File: config.mk
export PLATFORM = sky130hd
export DESIGN_NAME = fwd_stall_ctrl_flat
export DESIGN_NICKNAME = d
export VERILOG_FILES = /design/src/rtl/fwd_stall_ctrl_if.sv /design/src/rtl/fwd_stall_ctrl.sv /design/src/flat_wrapper.sv
export SDC_FILE = /design/constraint.sdc
export NUM_CORES = 1
export LEC_CHECK = 0
export BUFFER_PORTS_ARGS = -buffer_cell sky130_fd_sc_hd__buf_4
export CAP_MARGIN = 20
export CORE_MARGIN = 2
export CORE_UTILIZATION = 50
export CTS_CLUSTER_SIZE = 30
export DETAILED_ROUTE_END_ITERATION = 6
export GPL_TIMING_DRIVEN = 1
export PLACE_DENSITY = 0.83
export SYNTH_ARGS = -nofsm -noshare
export SYNTH_HDL_FRONTEND = slang
export SYNTH_SLANG_ARGS = --single-unit
File: constraint.sdc
create_clock -name clk -period 6.5 [get_ports clk]
set_input_delay 1.625 -clock clk [delete_from_list [all_inputs] [get_ports clk]]
set_output_delay 1.625 -clock clk [all_outputs]
set_load 0.01 [all_outputs]
File: src/rtl/fwd_stall_ctrl_if.sv
// ---------------------------------------------------------------------------
// fwd_stall_ctrl_if
// Groups the hazard flags, pipeline status and control outputs that pass
// between the pipeline datapath and the forwarding/stall control stage.
//
// Signals:
//   hazard_dx_ra/rb      F instruction reads rd of the DX instruction
//   hazard_mw_ra/rb      F instruction reads rd of the MW instruction
//   hazard_mw_dx_ra/rb   DX instruction reads rd of the MW instruction
//   dx_is_load           DX instruction is a load
//   redirect             taken branch/jump resolved in DX this cycle
//   mem_busy             data memory not ready, whole pipe holds
//   stall_f, stall_dx    hold F / DX registers
//   bubble_dx, flush_f   NOP into DX on next edge / kill fetched instruction
//   fwd_a_sel/fwd_b_sel  DX operand selects (0 regfile, 1 MW, 2 hold reg)
//   fwd_mismatch         sticky forwarding consistency error
//   stall_count          saturating count of stall_f cycles
//
// Modports: master drives the hazard/status side (datapath), slave is the
// control block.
// ---------------------------------------------------------------------------
interface fwd_stall_ctrl_if #(
    parameter int CNT_W = 32
);
    logic             hazard_dx_ra;
    logic             hazard_dx_rb;
    logic             hazard_mw_ra;
    logic             hazard_mw_rb;
    logic             hazard_mw_dx_ra;
    logic             hazard_mw_dx_rb;
    logic             dx_is_load;
    logic             redirect;
    logic             mem_busy;
    logic             stall_f;
    logic             stall_dx;
    logic             bubble_dx;
    logic             flush_f;
    logic [1:0]       fwd_a_sel;
    logic [1:0]       fwd_b_sel;
    logic             fwd_mismatch;
    logic [CNT_W-1:0] stall_count;

    modport master (
        output hazard_dx_ra, hazard_dx_rb, hazard_mw_ra, hazard_mw_rb,
               hazard_mw_dx_ra, hazard_mw_dx_rb, dx_is_load, redirect, mem_busy,
        input  stall_f, stall_dx, bubble_dx, flush_f,
               fwd_a_sel, fwd_b_sel, fwd_mismatch, stall_count
    );

    modport slave (
        input  hazard_dx_ra, hazard_dx_rb, hazard_mw_ra, hazard_mw_rb,
               hazard_mw_dx_ra, hazard_mw_dx_rb, dx_is_load, redirect, mem_busy,
        output stall_f, stall_dx, bubble_dx, flush_f,
               fwd_a_sel, fwd_b_sel, fwd_mismatch, stall_count
    );
endinterface

File: src/rtl/fwd_stall_ctrl.sv
// ---------------------------------------------------------------------------
// fwd_stall_ctrl
// Control stage of the 3-stage (F, DX, MW) RV32I core sitting behind the
// operand hazard detector. Turns F-stage hazard flags into registered DX
// forwarding selects, generates stall/bubble/flush controls, sequences the
// load-use interlock, defers redirects that arrive during a data-memory
// wait and counts stalled fetch cycles.
//
// Ports:
//   clk    core clock
//   rst_n  asynchronous active-low reset
//   bus    fwd_stall_ctrl_if.slave (hazard flags in, controls/selects out)
//
// Parameters:
//   LOAD_USE_STALL  1 enables the load-use interlock
//   LU_CYCLES       bubbles inserted per load-use interlock (1..7)
//   CNT_W           width of the stall-cycle counter
// ---------------------------------------------------------------------------
module fwd_stall_ctrl #(
    parameter bit LOAD_USE_STALL = 1'b1,
    parameter int LU_CYCLES      = 1,
    parameter int CNT_W          = 32
) (
    input  logic               clk,
    input  logic               rst_n,
    fwd_stall_ctrl_if.slave    bus
);

    typedef enum logic {
        ST_IDLE,
        ST_LU
    } state_t;

    // Remaining interlock cycles to spend in ST_LU after the first bubble,
    // which is issued from ST_IDLE itself.
    localparam logic [2:0] LU_LOAD = 3'(LU_CYCLES - 1);

    state_t           r_state;
    state_t           w_state_nxt;
    logic [2:0]       r_lu_cnt;
    logic [2:0]       w_lu_cnt_nxt;
    logic [2:0]       w_lu_dec;
    logic             r_redirect_pend;
    logic             w_pend_nxt;
    logic             r_dx_valid;
    logic [1:0]       r_fwd_a_sel;
    logic [1:0]       r_fwd_b_sel;
    logic             r_mismatch;
    logic [CNT_W-1:0] r_stall_count;

    logic             w_redirect_eff;
    logic             w_lu_start;
    logic             w_adv;
    logic             w_stall_f;
    logic             w_stall_dx;
    logic             w_bubble_dx;
    logic             w_flush_f;
    logic             w_err;

    // A redirect seen during a memory wait is remembered and applied on the
    // first cycle the pipe moves again, even if the source has dropped.
    assign w_redirect_eff = (bus.redirect | r_redirect_pend) & ~bus.mem_busy;

    assign w_lu_start = LOAD_USE_STALL & bus.dx_is_load
                      & (bus.hazard_dx_ra | bus.hazard_dx_rb)
                      & ~w_redirect_eff & ~bus.mem_busy
                      & (r_state == ST_IDLE);

    assign w_adv    = ~bus.mem_busy & (r_state == ST_IDLE) & ~w_lu_start;
    assign w_lu_dec = r_lu_cnt - 3'd1;

    always_comb begin
        w_state_nxt  = r_state;
        w_lu_cnt_nxt = r_lu_cnt;
        w_pend_nxt   = r_redirect_pend;
        w_stall_f    = 1'b0;
        w_stall_dx   = 1'b0;
        w_bubble_dx  = 1'b0;
        w_flush_f    = 1'b0;

        if (bus.mem_busy) begin
            w_stall_f  = 1'b1;
            w_stall_dx = 1'b1;
            if (bus.redirect) begin
                w_pend_nxt = 1'b1;
            end
        end else if (w_redirect_eff) begin
            // Redirect wins over any interlock in progress.
            w_flush_f    = 1'b1;
            w_bubble_dx  = 1'b1;
            w_state_nxt  = ST_IDLE;
            w_lu_cnt_nxt = 3'd0;
            w_pend_nxt   = 1'b0;
        end else if (r_state == ST_LU) begin
            w_stall_f    = 1'b1;
            w_bubble_dx  = 1'b1;
            w_lu_cnt_nxt = w_lu_dec;
            // Leave on the cycle that uses up the last remaining count.
            if (w_lu_dec == 3'd0) begin
                w_state_nxt = ST_IDLE;
            end
        end else if (w_lu_start) begin
            w_stall_f   = 1'b1;
            w_bubble_dx = 1'b1;
            if (LU_CYCLES > 1) begin
                w_state_nxt  = ST_LU;
                w_lu_cnt_nxt = LU_LOAD;
            end
        end
    end

    // Combinational controls are forced low while reset is held so that a
    // memory wait on the inputs cannot leak through during reset.
    assign bus.stall_f   = rst_n & w_stall_f;
    assign bus.stall_dx  = rst_n & w_stall_dx;
    assign bus.bubble_dx = rst_n & w_bubble_dx;
    assign bus.flush_f   = rst_n & w_flush_f;

    always_ff @(posedge clk or negedge rst_n) begin
        if (!rst_n) begin
            r_state         <= ST_IDLE;
            r_lu_cnt        <= 3'd0;
            r_redirect_pend <= 1'b0;
        end else begin
            r_state         <= w_state_nxt;
            r_lu_cnt        <= w_lu_cnt_nxt;
            r_redirect_pend <= w_pend_nxt;
        end
    end

    // A selected MW forward is only legal if the instruction now in DX
    // really reads the MW destination; bubbles are exempt.
    assign w_err = r_dx_valid
                 & (((r_fwd_a_sel == 2'd1) & ~bus.hazard_mw_dx_ra)
                  | ((r_fwd_b_sel == 2'd1) & ~bus.hazard_mw_dx_rb));

    // DX producer is younger than MW, so it takes priority.
    always_ff @(posedge clk or negedge rst_n) begin
        if (!rst_n) begin
            r_fwd_a_sel <= 2'd0;
            r_fwd_b_sel <= 2'd0;
            r_dx_valid  <= 1'b0;
            r_mismatch  <= 1'b0;
        end else begin
            r_mismatch <= r_mismatch | w_err;
            if (bus.mem_busy) begin
                r_fwd_a_sel <= r_fwd_a_sel;
                r_fwd_b_sel <= r_fwd_b_sel;
            end else if (w_bubble_dx) begin
                r_fwd_a_sel <= 2'd0;
                r_fwd_b_sel <= 2'd0;
                r_dx_valid  <= 1'b0;
            end else if (w_adv) begin
                r_fwd_a_sel <= bus.hazard_dx_ra ? 2'd1 : (bus.hazard_mw_ra ? 2'd2 : 2'd0);
                r_fwd_b_sel <= bus.hazard_dx_rb ? 2'd1 : (bus.hazard_mw_rb ? 2'd2 : 2'd0);
                r_dx_valid  <= 1'b1;
            end
        end
    end

    always_ff @(posedge clk or negedge rst_n) begin
        if (!rst_n) begin
            r_stall_count <= '0;
        end else if (w_stall_f && (r_stall_count != '1)) begin
            r_stall_count <= r_stall_count + 1'b1;
        end
    end

    assign bus.fwd_a_sel    = r_fwd_a_sel;
    assign bus.fwd_b_sel    = r_fwd_b_sel;
    assign bus.fwd_mismatch = r_mismatch;
    assign bus.stall_count  = r_stall_count;

endmodule

File: src/flat_wrapper.sv
// flat-port wrapper written by rule: the top's interface ports become plain ports
module fwd_stall_ctrl_flat 
#(
    parameter bit LOAD_USE_STALL = 1'b1,
    parameter int LU_CYCLES      = 1,
    parameter int CNT_W          = 32
)
  (clk, rst_n, bus_hazard_dx_ra, bus_hazard_dx_rb, bus_hazard_mw_ra, bus_hazard_mw_rb, bus_hazard_mw_dx_ra, bus_hazard_mw_dx_rb, bus_dx_is_load, bus_redirect, bus_mem_busy, bus_stall_f, bus_stall_dx, bus_bubble_dx, bus_flush_f, bus_fwd_a_sel, bus_fwd_b_sel, bus_fwd_mismatch, bus_stall_count);
  fwd_stall_ctrl_if #(.CNT_W(CNT_W)) bus_i ();
  input  logic clk;
  input  logic rst_n;
  input wire logic [$bits(bus_i.hazard_dx_ra)-1:0] bus_hazard_dx_ra;
  input wire logic [$bits(bus_i.hazard_dx_rb)-1:0] bus_hazard_dx_rb;
  input wire logic [$bits(bus_i.hazard_mw_ra)-1:0] bus_hazard_mw_ra;
  input wire logic [$bits(bus_i.hazard_mw_rb)-1:0] bus_hazard_mw_rb;
  input wire logic [$bits(bus_i.hazard_mw_dx_ra)-1:0] bus_hazard_mw_dx_ra;
  input wire logic [$bits(bus_i.hazard_mw_dx_rb)-1:0] bus_hazard_mw_dx_rb;
  input wire logic [$bits(bus_i.dx_is_load)-1:0] bus_dx_is_load;
  input wire logic [$bits(bus_i.redirect)-1:0] bus_redirect;
  input wire logic [$bits(bus_i.mem_busy)-1:0] bus_mem_busy;
  output wire logic [$bits(bus_i.stall_f)-1:0] bus_stall_f;
  output wire logic [$bits(bus_i.stall_dx)-1:0] bus_stall_dx;
  output wire logic [$bits(bus_i.bubble_dx)-1:0] bus_bubble_dx;
  output wire logic [$bits(bus_i.flush_f)-1:0] bus_flush_f;
  output wire logic [$bits(bus_i.fwd_a_sel)-1:0] bus_fwd_a_sel;
  output wire logic [$bits(bus_i.fwd_b_sel)-1:0] bus_fwd_b_sel;
  output wire logic [$bits(bus_i.fwd_mismatch)-1:0] bus_fwd_mismatch;
  output wire logic [$bits(bus_i.stall_count)-1:0] bus_stall_count;
  assign bus_i.hazard_dx_ra = bus_hazard_dx_ra;
  assign bus_i.hazard_dx_rb = bus_hazard_dx_rb;
  assign bus_i.hazard_mw_ra = bus_hazard_mw_ra;
  assign bus_i.hazard_mw_rb = bus_hazard_mw_rb;
  assign bus_i.hazard_mw_dx_ra = bus_hazard_mw_dx_ra;
  assign bus_i.hazard_mw_dx_rb = bus_hazard_mw_dx_rb;
  assign bus_i.dx_is_load = bus_dx_is_load;
  assign bus_i.redirect = bus_redirect;
  assign bus_i.mem_busy = bus_mem_busy;
  assign bus_stall_f = bus_i.stall_f;
  assign bus_stall_dx = bus_i.stall_dx;
  assign bus_bubble_dx = bus_i.bubble_dx;
  assign bus_flush_f = bus_i.flush_f;
  assign bus_fwd_a_sel = bus_i.fwd_a_sel;
  assign bus_fwd_b_sel = bus_i.fwd_b_sel;
  assign bus_fwd_mismatch = bus_i.fwd_mismatch;
  assign bus_stall_count = bus_i.stall_count;
  fwd_stall_ctrl #(.LOAD_USE_STALL(LOAD_USE_STALL), .LU_CYCLES(LU_CYCLES), .CNT_W(CNT_W)) u_core (.clk(clk), .rst_n(rst_n), .bus(bus_i));
endmodule
== Word level (Yosys, flattened, before mapping) ==
Index checks and enable logic that the tools add are counted.
Operators by class
  add/subtract/negate cells: 2
  equal/unequal tests: 4
  multiplexer cells: 27
  bitwise gates (word level): 24
  reduce and logical (&&, ||, !) cells: 8
Operators by type and width (number)
  adder 32 x 1 -> 32 bit (second input constant): 1
  != test 32 bit (second input constant): 1
  two-way mux 1 bit: 17
  two-way mux 2 bit: 8
  bitwise AND 1 bit: 14
  two-way mux 3 bit: 2
  inverter 1 bit: 6
  AND reduction 2 bit: 3
  nonzero test 2 bit: 3
  == test 2 x 1 -> 1 bit (second input constant): 2
  bitwise OR 1 bit: 4
  logical NOT 3 bit: 1
  subtractor 3 x 1 -> 3 bit (second input constant): 1
  != test 2 bit (second input constant): 1
  logical AND 1 bit: 1
Word-level totals
  bits in registers: 43
  input port bits: 11
  output and inout bits: 41

== Logic depth before layout (Yosys ltp) ==
Gate-level depths: netlist of the first run.
  depth after elaboration: 12
  depth in mapped cells: 7
  gate-level depth less buffers: 6

== Worst setup path before layout of the first run ==
OpenSTA, ideal clock, no wires.
  kind: input-to-output
  start: in bus_hazard_dx_ra
  end: out bus_stall_f
  arrival: 2.729 ns
  data required time: 4.875 ns
  path slack: 2.146 ns
  cell stages on the path: 4
  path buffers: 1
  cells stage by stage: or3_1 a31oi_2 clkbuf_1 nor2b_1
Between the ends
  longest elaborated chain between the ends: 10
Ends and longest elaborated chain
  from (decl): RTL line flat_wrapper.sv:12  | input wire logic [$bits(bus_i.hazard_dx_ra)-1:0] bus_hazard_dx_ra;
  bitwise OR 1 bit: RTL line fwd_stall_ctrl.sv:65  | & (bus.hazard_dx_ra | bus.hazard_dx_rb)
  bitwise AND 1 bit: RTL line fwd_stall_ctrl.sv:65
  bitwise AND 1 bit (2 in a row): RTL line fwd_stall_ctrl.sv:66  | & ~w_redirect_eff & ~bus.mem_busy
  bitwise AND 1 bit: RTL line fwd_stall_ctrl.sv:67  | & (r_state == ST_IDLE);
  two-way mux 1 bit: RTL line fwd_stall_ctrl.sv:102  | end else if (w_lu_start) begin
  two-way mux 1 bit: RTL line fwd_stall_ctrl.sv:94  | end else if (r_state == ST_LU) begin
  two-way mux 1 bit: RTL line fwd_stall_ctrl.sv:87  | end else if (w_redirect_eff) begin
  two-way mux 1 bit: RTL line fwd_stall_ctrl.sv:81  | if (bus.mem_busy) begin
  bitwise AND 1 bit: RTL line fwd_stall_ctrl.sv:114  | assign bus.stall_f = rst_n & w_stall_f;
  to (decl): RTL line flat_wrapper.sv:21  | output wire logic [$bits(bus_i.stall_f)-1:0] bus_stall_f;
No other way between the ends.

== Worst setup path after layout of the first run ==
Ends and elaborated chain as after synthesis.

==> out/qor.yml, run 1 <==
status:
  outcome: "finished clean"
logic_synthesis:
  syn_area_um2: 2210
  synth_ff_type: "dfrtp_1"
  ys_seq_area_share_pct: 48.7
  synth_fp_nets: 226
  syn_area_per_cell_um2: 10.4
  synthArstFlopShare_pct: 100
  syn-instance-count: 212
  ys_ff_latch: 43
  synth_edf_count: 0
  ys_types: 40
  yosysWarningCount: 0
critical_path:
  cp_num_buf_inv: 3
  cp_top_family: "buffers and inverters"
  cp_num_cells: 6
  cpPeakStageDelay_ps: 360
  crit_type: "primary input to primary output"
  crit_path_max_fanout: 18
  crit_slowest_cell: "or3_1"
  crit_chain: "buf_4 > or3_1 > a31oi_2 > buf_4 > nor2b_1 > buf_4"
  start_kind: "primary input"
  rr_worst_depth: 7
  cp_data_required_time_ps: 4880
  cp_common_cell: "buf_4"
  endpoint_kind: "primary output"
  crit_arrival_ps: 2750
timing:
  fmax_ghz: 0.228
  clock-skew-final_ps: 5.96
  hold_violations: 0
  rsz0062_at_grt: "no"
  maxSlewHeadroom_pct: 49.1
  finalMaxSlewViolations: 0
  finalSetupViolCount: 0
  worst_pin_slew_ps: 756
  period_share_pct: 67.4
  fin_setup_tns_ps: 0
  fin_crit_ps: 4380
cts:
  path_clk_slew_ps: 80
  postCtsSetupBuffers: 0
  postCtsHoldBufs: 0
  cts_resized: 0
  cts_tree: "yes"
  clock_latency_ps: 300
  clock_sink_count: 43
  cts_htree_levels: 2
  numCtsBuffers: 5
  clockBufferDepth: 2
  root_buffer: "clkbuf_8"
floorplanning:
  io_pins: 52
  dieHeight_um: 70.5
  initial_utilization_pct: 51.4
  die-area_um2: 4960
  rows: 24
  die_x_um: 70.5
  fp.coreArea_um2: 4290
global_routing:
  antenna_found_initial: 0
  track_usage_pct: 20.2
  grt_max_degree: 47
  grt_pass1_vias: 1744
  overflow: 0
  grt_pass1_wl_um: 8090
place:
  place_hpwl_um: 3280
  placedCellCount: 310
  gp_routability_congestion: 0.854
  io_buffers: 51
route:
  first_pass_iters: 4
  routed_wl_um: 4610
  route.detailed.drc: 0
  first_iter_violations: 120
  wl_per_cell_um: 14.5
  ant_nets: 0
  routed_via_density: 5.61
  vias: 1785
hold_path:
  worstHoldPathType: "flip-flop to flip-flop"
  hold_depth: 1
power_and_ir_drop:
  power_density_nw_per_um2: 259
  vdd.ir_drop.worst_uv: 169
  cellLeakagePower_nw: 1.22
layout:
  n_antenna_cell: 0
  layout.cells.non_filler: 318
  area_growth_pct: 23.2
  nNetsFinal: 279
  drive_above_1_share_pct: 26.3
  final_util_pct: 63.3
run:
  cap_viol_max_count: 0
==> kinds of logic after synthesis <==
kind of cell | count (synthesis) | share of synthesized area (%)
simple gates | 103 | 28.1
xor+xnor | 31 | 12.3
buf+inv | 12 | 2.49
mux | 2 | 1.02
compound gates | 18 | 5.67
flops | 43 | 48.7
fa+ha+maj | 3 | 1.70
==> layout by cell type, fill, tap and decap left out, types with 2 or more instances in the layout <==
cell type and n:
dfrtp_1 43, or3_1 4, xor2_1 24, ha_1 3
nor3b_1 2, inv_1 5, o21ai_0 6, nor4_1 15
nand3b_1 2, a32o_1 2, nor4b_1 2, and2_1 4
clkbuf_8 5, mux2_1 2, nand4b_1 2, nand2b_1 3
and3_1 6, xnor2_1 7, o21a_1 2, a21o_1 2
a22o_1 2, nor2_1 6, nand4_1 4, and4_1 2
buf_4 53, a21oi_1 3, nor3_1 8, nand3_1 13
or2_2 3, nand2_1 19
==> final timing paths <==
check                      slack [ps]                                endpoint                             startpoint
hold reg to reg                   470       u_core.bus.fwd_mismatch$_DFF_PN0_      u_core.bus.fwd_mismatch$_DFF_PN0_
min in group asynchronous        1310      u_core.r_redirect_pend$_DFFE_PN0P_                                  rst_n
setup / recovery                 2120                             bus_stall_f                       bus_hazard_dx_ra
setup reg to reg                 3990   u_core.bus.stall_count[1]$_DFFE_PN0P_  u_core.bus.stall_count[0]$_DFFE_PN0P_
max in group asynchronous        4820  u_core.bus.stall_count[22]$_DFFE_PN0P_                                  rst_n
hold / removal                    470       u_core.bus.fwd_mismatch$_DFF_PN0_      u_core.bus.fwd_mismatch$_DFF_PN0_
==> synth_stat cells, types with 2 or more instances <==
cell type	number	share of area [%]
a21o_1	2	0.68
a21oi_1	3	0.68
a22o_1	2	0.79
a32o_1	2	0.91
and2_1	4	1.1
and3_1	6	1.7
and4_1	2	0.79
buf_2	2	0.45
buf_4	2	0.68
clkbuf_1	3	0.51
dfrtp_1	43	49
ha_1	3	1.7
inv_1	5	0.85
mux2_1	2	1.0
nand2_1	19	3.2
nand2b_1	3	0.85
nand3_1	13	2.9
nand3b_1	2	0.68
nand4_1	4	1.1
nand4b_1	2	0.79
nor2_1	6	1.0
nor3_1	8	1.8
nor3b_1	2	0.68
nor4_1	15	4.2
nor4b_1	2	0.79
o21a_1	2	0.68
o21ai_0	6	1.4
or2_2	3	0.85
or3_1	4	1.1
xnor2_1	7	2.8
xor2_1	24	9.5
==> report_power, final <==
part	switching (mW)	internal (mW)	leakage, nW
Sequential	0.0548	0.309	0.532
Combinational	0.0815	0.0919	0.649
Clock	0.0914	0.0751	0.0412
==> routing by layer <==
layer | global-route usage, % | wire length, um
met5 | 0 | 0
met4 | 7.05 | 79
met3 | 3.75 | 173
met2 | 31.1 | 2140
met1 | 28.7 | 2220
==> flip-flops by register name, indices dropped and copies added (netlist names) <==
signal,flops
u_core.bus.stall_count,32
u_core.r_lu_cnt,3
u_core.bus.fwd_a_sel,2
u_core.bus.fwd_b_sel,2
u_core.bus.fwd_mismatch,1
u_core.r_dx_valid,1
u_core.r_redirect_pend,1
u_core.r_state,1
==> stage by stage <==
step,total power [mW],instance area [um2],hold slack [ps],worst slack [ps]
finish,0.703,2720,469,2120
global route,0.740,2720,498,2050
CTS,0.709,2720,472,2130
detailed placement,0.544,2640,451,2140
global placement,0.538,2640,464,2130
floorplan,0.444,2210,450,2150
==> cell type report <==
type                       instances  area [um2]
fill                             369        1570
multi-input combinational        157        1080
sequential                        43        1080
timing repair buffer              53         398
clock buffer                       6        72.6
tap                               52        65.1
inverter                           5        18.8
clock inverter                     2        12.5
Note: power is estimated with default switching activity, not from simulation.
==> inputs of run 2 (changes only) <==
--- a/config.mk
+++ b/config.mk
@@ -8,7 +8,7 @@
 export BUFFER_PORTS_ARGS = -buffer_cell sky130_fd_sc_hd__buf_4
 export CAP_MARGIN = 20
 export CORE_MARGIN = 2
-export CORE_UTILIZATION = 50
+export CORE_UTILIZATION = 48
 export CTS_CLUSTER_SIZE = 30
 export DETAILED_ROUTE_END_ITERATION = 6
 export GPL_TIMING_DRIVEN = 1
==> constraint.sdc (replaced) <==
create_clock -name clk -period 3.7 [get_ports clk]
set_input_delay 0.925 -clock clk [delete_from_list [all_inputs] [get_ports clk]]
set_output_delay 0.925 -clock clk [all_outputs]
set_load 0.01 [all_outputs]
==> run 2 against run 1 <==
Against the previous run:
- sequential share of layout area down 0.78 points
- critical path depth down 1
- global-route usage up 0.14 points
- highest routed layer unchanged
- register-to-register slack worse by 2800 ps
- combinational power up 80%
- non-clock buffer count up 1
- worst hold slack worse by 18 ps
- sequential cell count unchanged
==> out/qor.yml, run 2 (same netlist as run 1, synthesis figures left out) <==
cts:
  clock_sink_count: 43
  cts_tree: "yes"
  cts_htree_levels: 2
  cts_resized: 0
  postCtsSetupBuffers: 0
  clock_latency_ps: 300
  clockBufferDepth: 2
  numCtsBuffers: 5
  postCtsHoldBufs: 0
  path_clk_slew_ps: 80
  root_buffer: "clkbuf_8"
route:
  vias: 1819
  ant_nets: 0
  first_iter_violations: 187
  wl_per_cell_um: 15.7
  route.detailed.drc: 0
  routed_via_density: 5.70
  first_pass_iters: 4
  routed_wl_um: 5000
critical_path:
  rr_worst_depth: 7
  crit_path_max_fanout: 4
  crit_arrival_ps: 1890
  cp-startpoint: "bus_hazard_dx_ra"
  regToRegSetupSlack_ps: 1160
  endpoint_kind: "primary output"
  crit_type: "primary input to primary output"
  cp_data_required_time_ps: 2770
  timing.rr.end: "u_core.bus.stall_count[1]$_DFFE_PN0P_"
  start_kind: "primary input"
  r2r_start: "u_core.bus.stall_count[0]$_DFFE_PN0P_"
floorplanning:
  rows: 24
  fp.coreArea_um2: 4380
  io_pins: 52
  die_x_um: 71.8
  dieHeight_um: 71.8
  initial_utilization_pct: 50.4
  die-area_um2: 5160
layout:
  fillers: 356
  drive_above_1_share_pct: 26.6
  area_growth_pct: 25.7
  design_area_um2: 2780
  layout_commonest_cell: "buf_4"
  nNetsFinal: 280
  n_antenna_cell: 0
  ff_latch_area_um2: 1080
  layout_common_cells: "buf_4, dfrtp_1, xor2_1"
  final_util_pct: 63.3
  multi_input_area_um2: 1080
  largest_reg_flops: 32
global_routing:
  antenna_found_initial: 0
  overflow: 0
  track_usage_pct: 20.4
  grt_pass1_wl_um: 8070
  grt_pass1_vias: 1642
  grt_max_degree: 36
timing:
  period_share_pct: 76.1
  worst_pin_slew_ps: 774
  maxSlewHeadroom_pct: 47.9
  rsz0062_at_grt: "no"
  hold_violations: 0
  finalMaxSlewViolations: 0
  clock-skew-final_ps: 7.03
  fmax_ghz: 0.355
  fin_setup_tns_ps: 0
  finalSetupViolCount: 0
  fin_crit_ps: 2810
place:
  place_hpwl_um: 3520
  place_area_um2: 2640
  io_buffers: 51
  gp_routability_congestion: 0.841
hold_path:
  worstHoldPathType: "primary input to async pin"
power_and_ir_drop:
  vdd.ir_drop.worst_uv: 372
  power_density_nw_per_um2: 498
  cellLeakagePower_nw: 1.25
run:
  cap_viol_max_count: 0
status:
  outcome: "finished clean"
-- run 2: cell count changes in the layout (fill, tap and decap cells not counted), sizes merged --
cell / delta
bufinv: +2
buf: +1
clkinv: -1
clkinvlp: -1
-- run 2: worst max-delay path by stage --
stage,end,slack (ps)
5_1_grt,bus_stall_f,860
4_1_cts,bus_stall_f,880
6_report,bus_stall_f,890
2_1_floorplan,bus_stall_f,750
3_3_place_gp,bus_stall_f,870
3_5_place_dp,bus_stall_f,900
-- run 2: final cells by class --
cell class                      count  area share (%)
Clock buffer                        6            2.61
Multi-Input combinational cell    157            38.8
Sequential cell                    43            38.8
Tap cell                           52            2.34
Clock inverter                      2            2.16
Timing Repair Buffer               54            14.6
Inverter                            5           0.676
-- run 2: through the flow --
step / hold slack, ps / worst slack (ps) / instances / total power [mW]
CTS: 443 / 884 / 319 / 1.39
global placement: 460 / 872 / 311 / 0.947
floorplan: 450 / 746 / 212 / 0.781
finish: 450 / 886 / 319 / 1.38
detailed placement: 459 / 903 / 311 / 0.966
global route: 445 / 858 / 319 / 1.45
-- run 2: metal layers --
layer | share of wire (%) | vias to the layer above | GRT usage [%]
li1 | - | 870 | -
met2 | 48 | 39 | 31.7
met1 | 46 | 901 | 28.3
met4 | 1.8 | 0 | 8.39
met5 | 0 | - | 0
met3 | 3.9 | 9 | 3.66
-- run 2: power breakdown --
part	internal (mW)	switching [mW]
Sequential	0.542	0.103
Combinational	0.163	0.148
Clock	0.270	0.158
-- run 2: critical path, cell delays in order --
cell     delay [ps]
buf_4           120
or3_1           360
a31oi_2         250
nor2b_1          80
buf_4           140
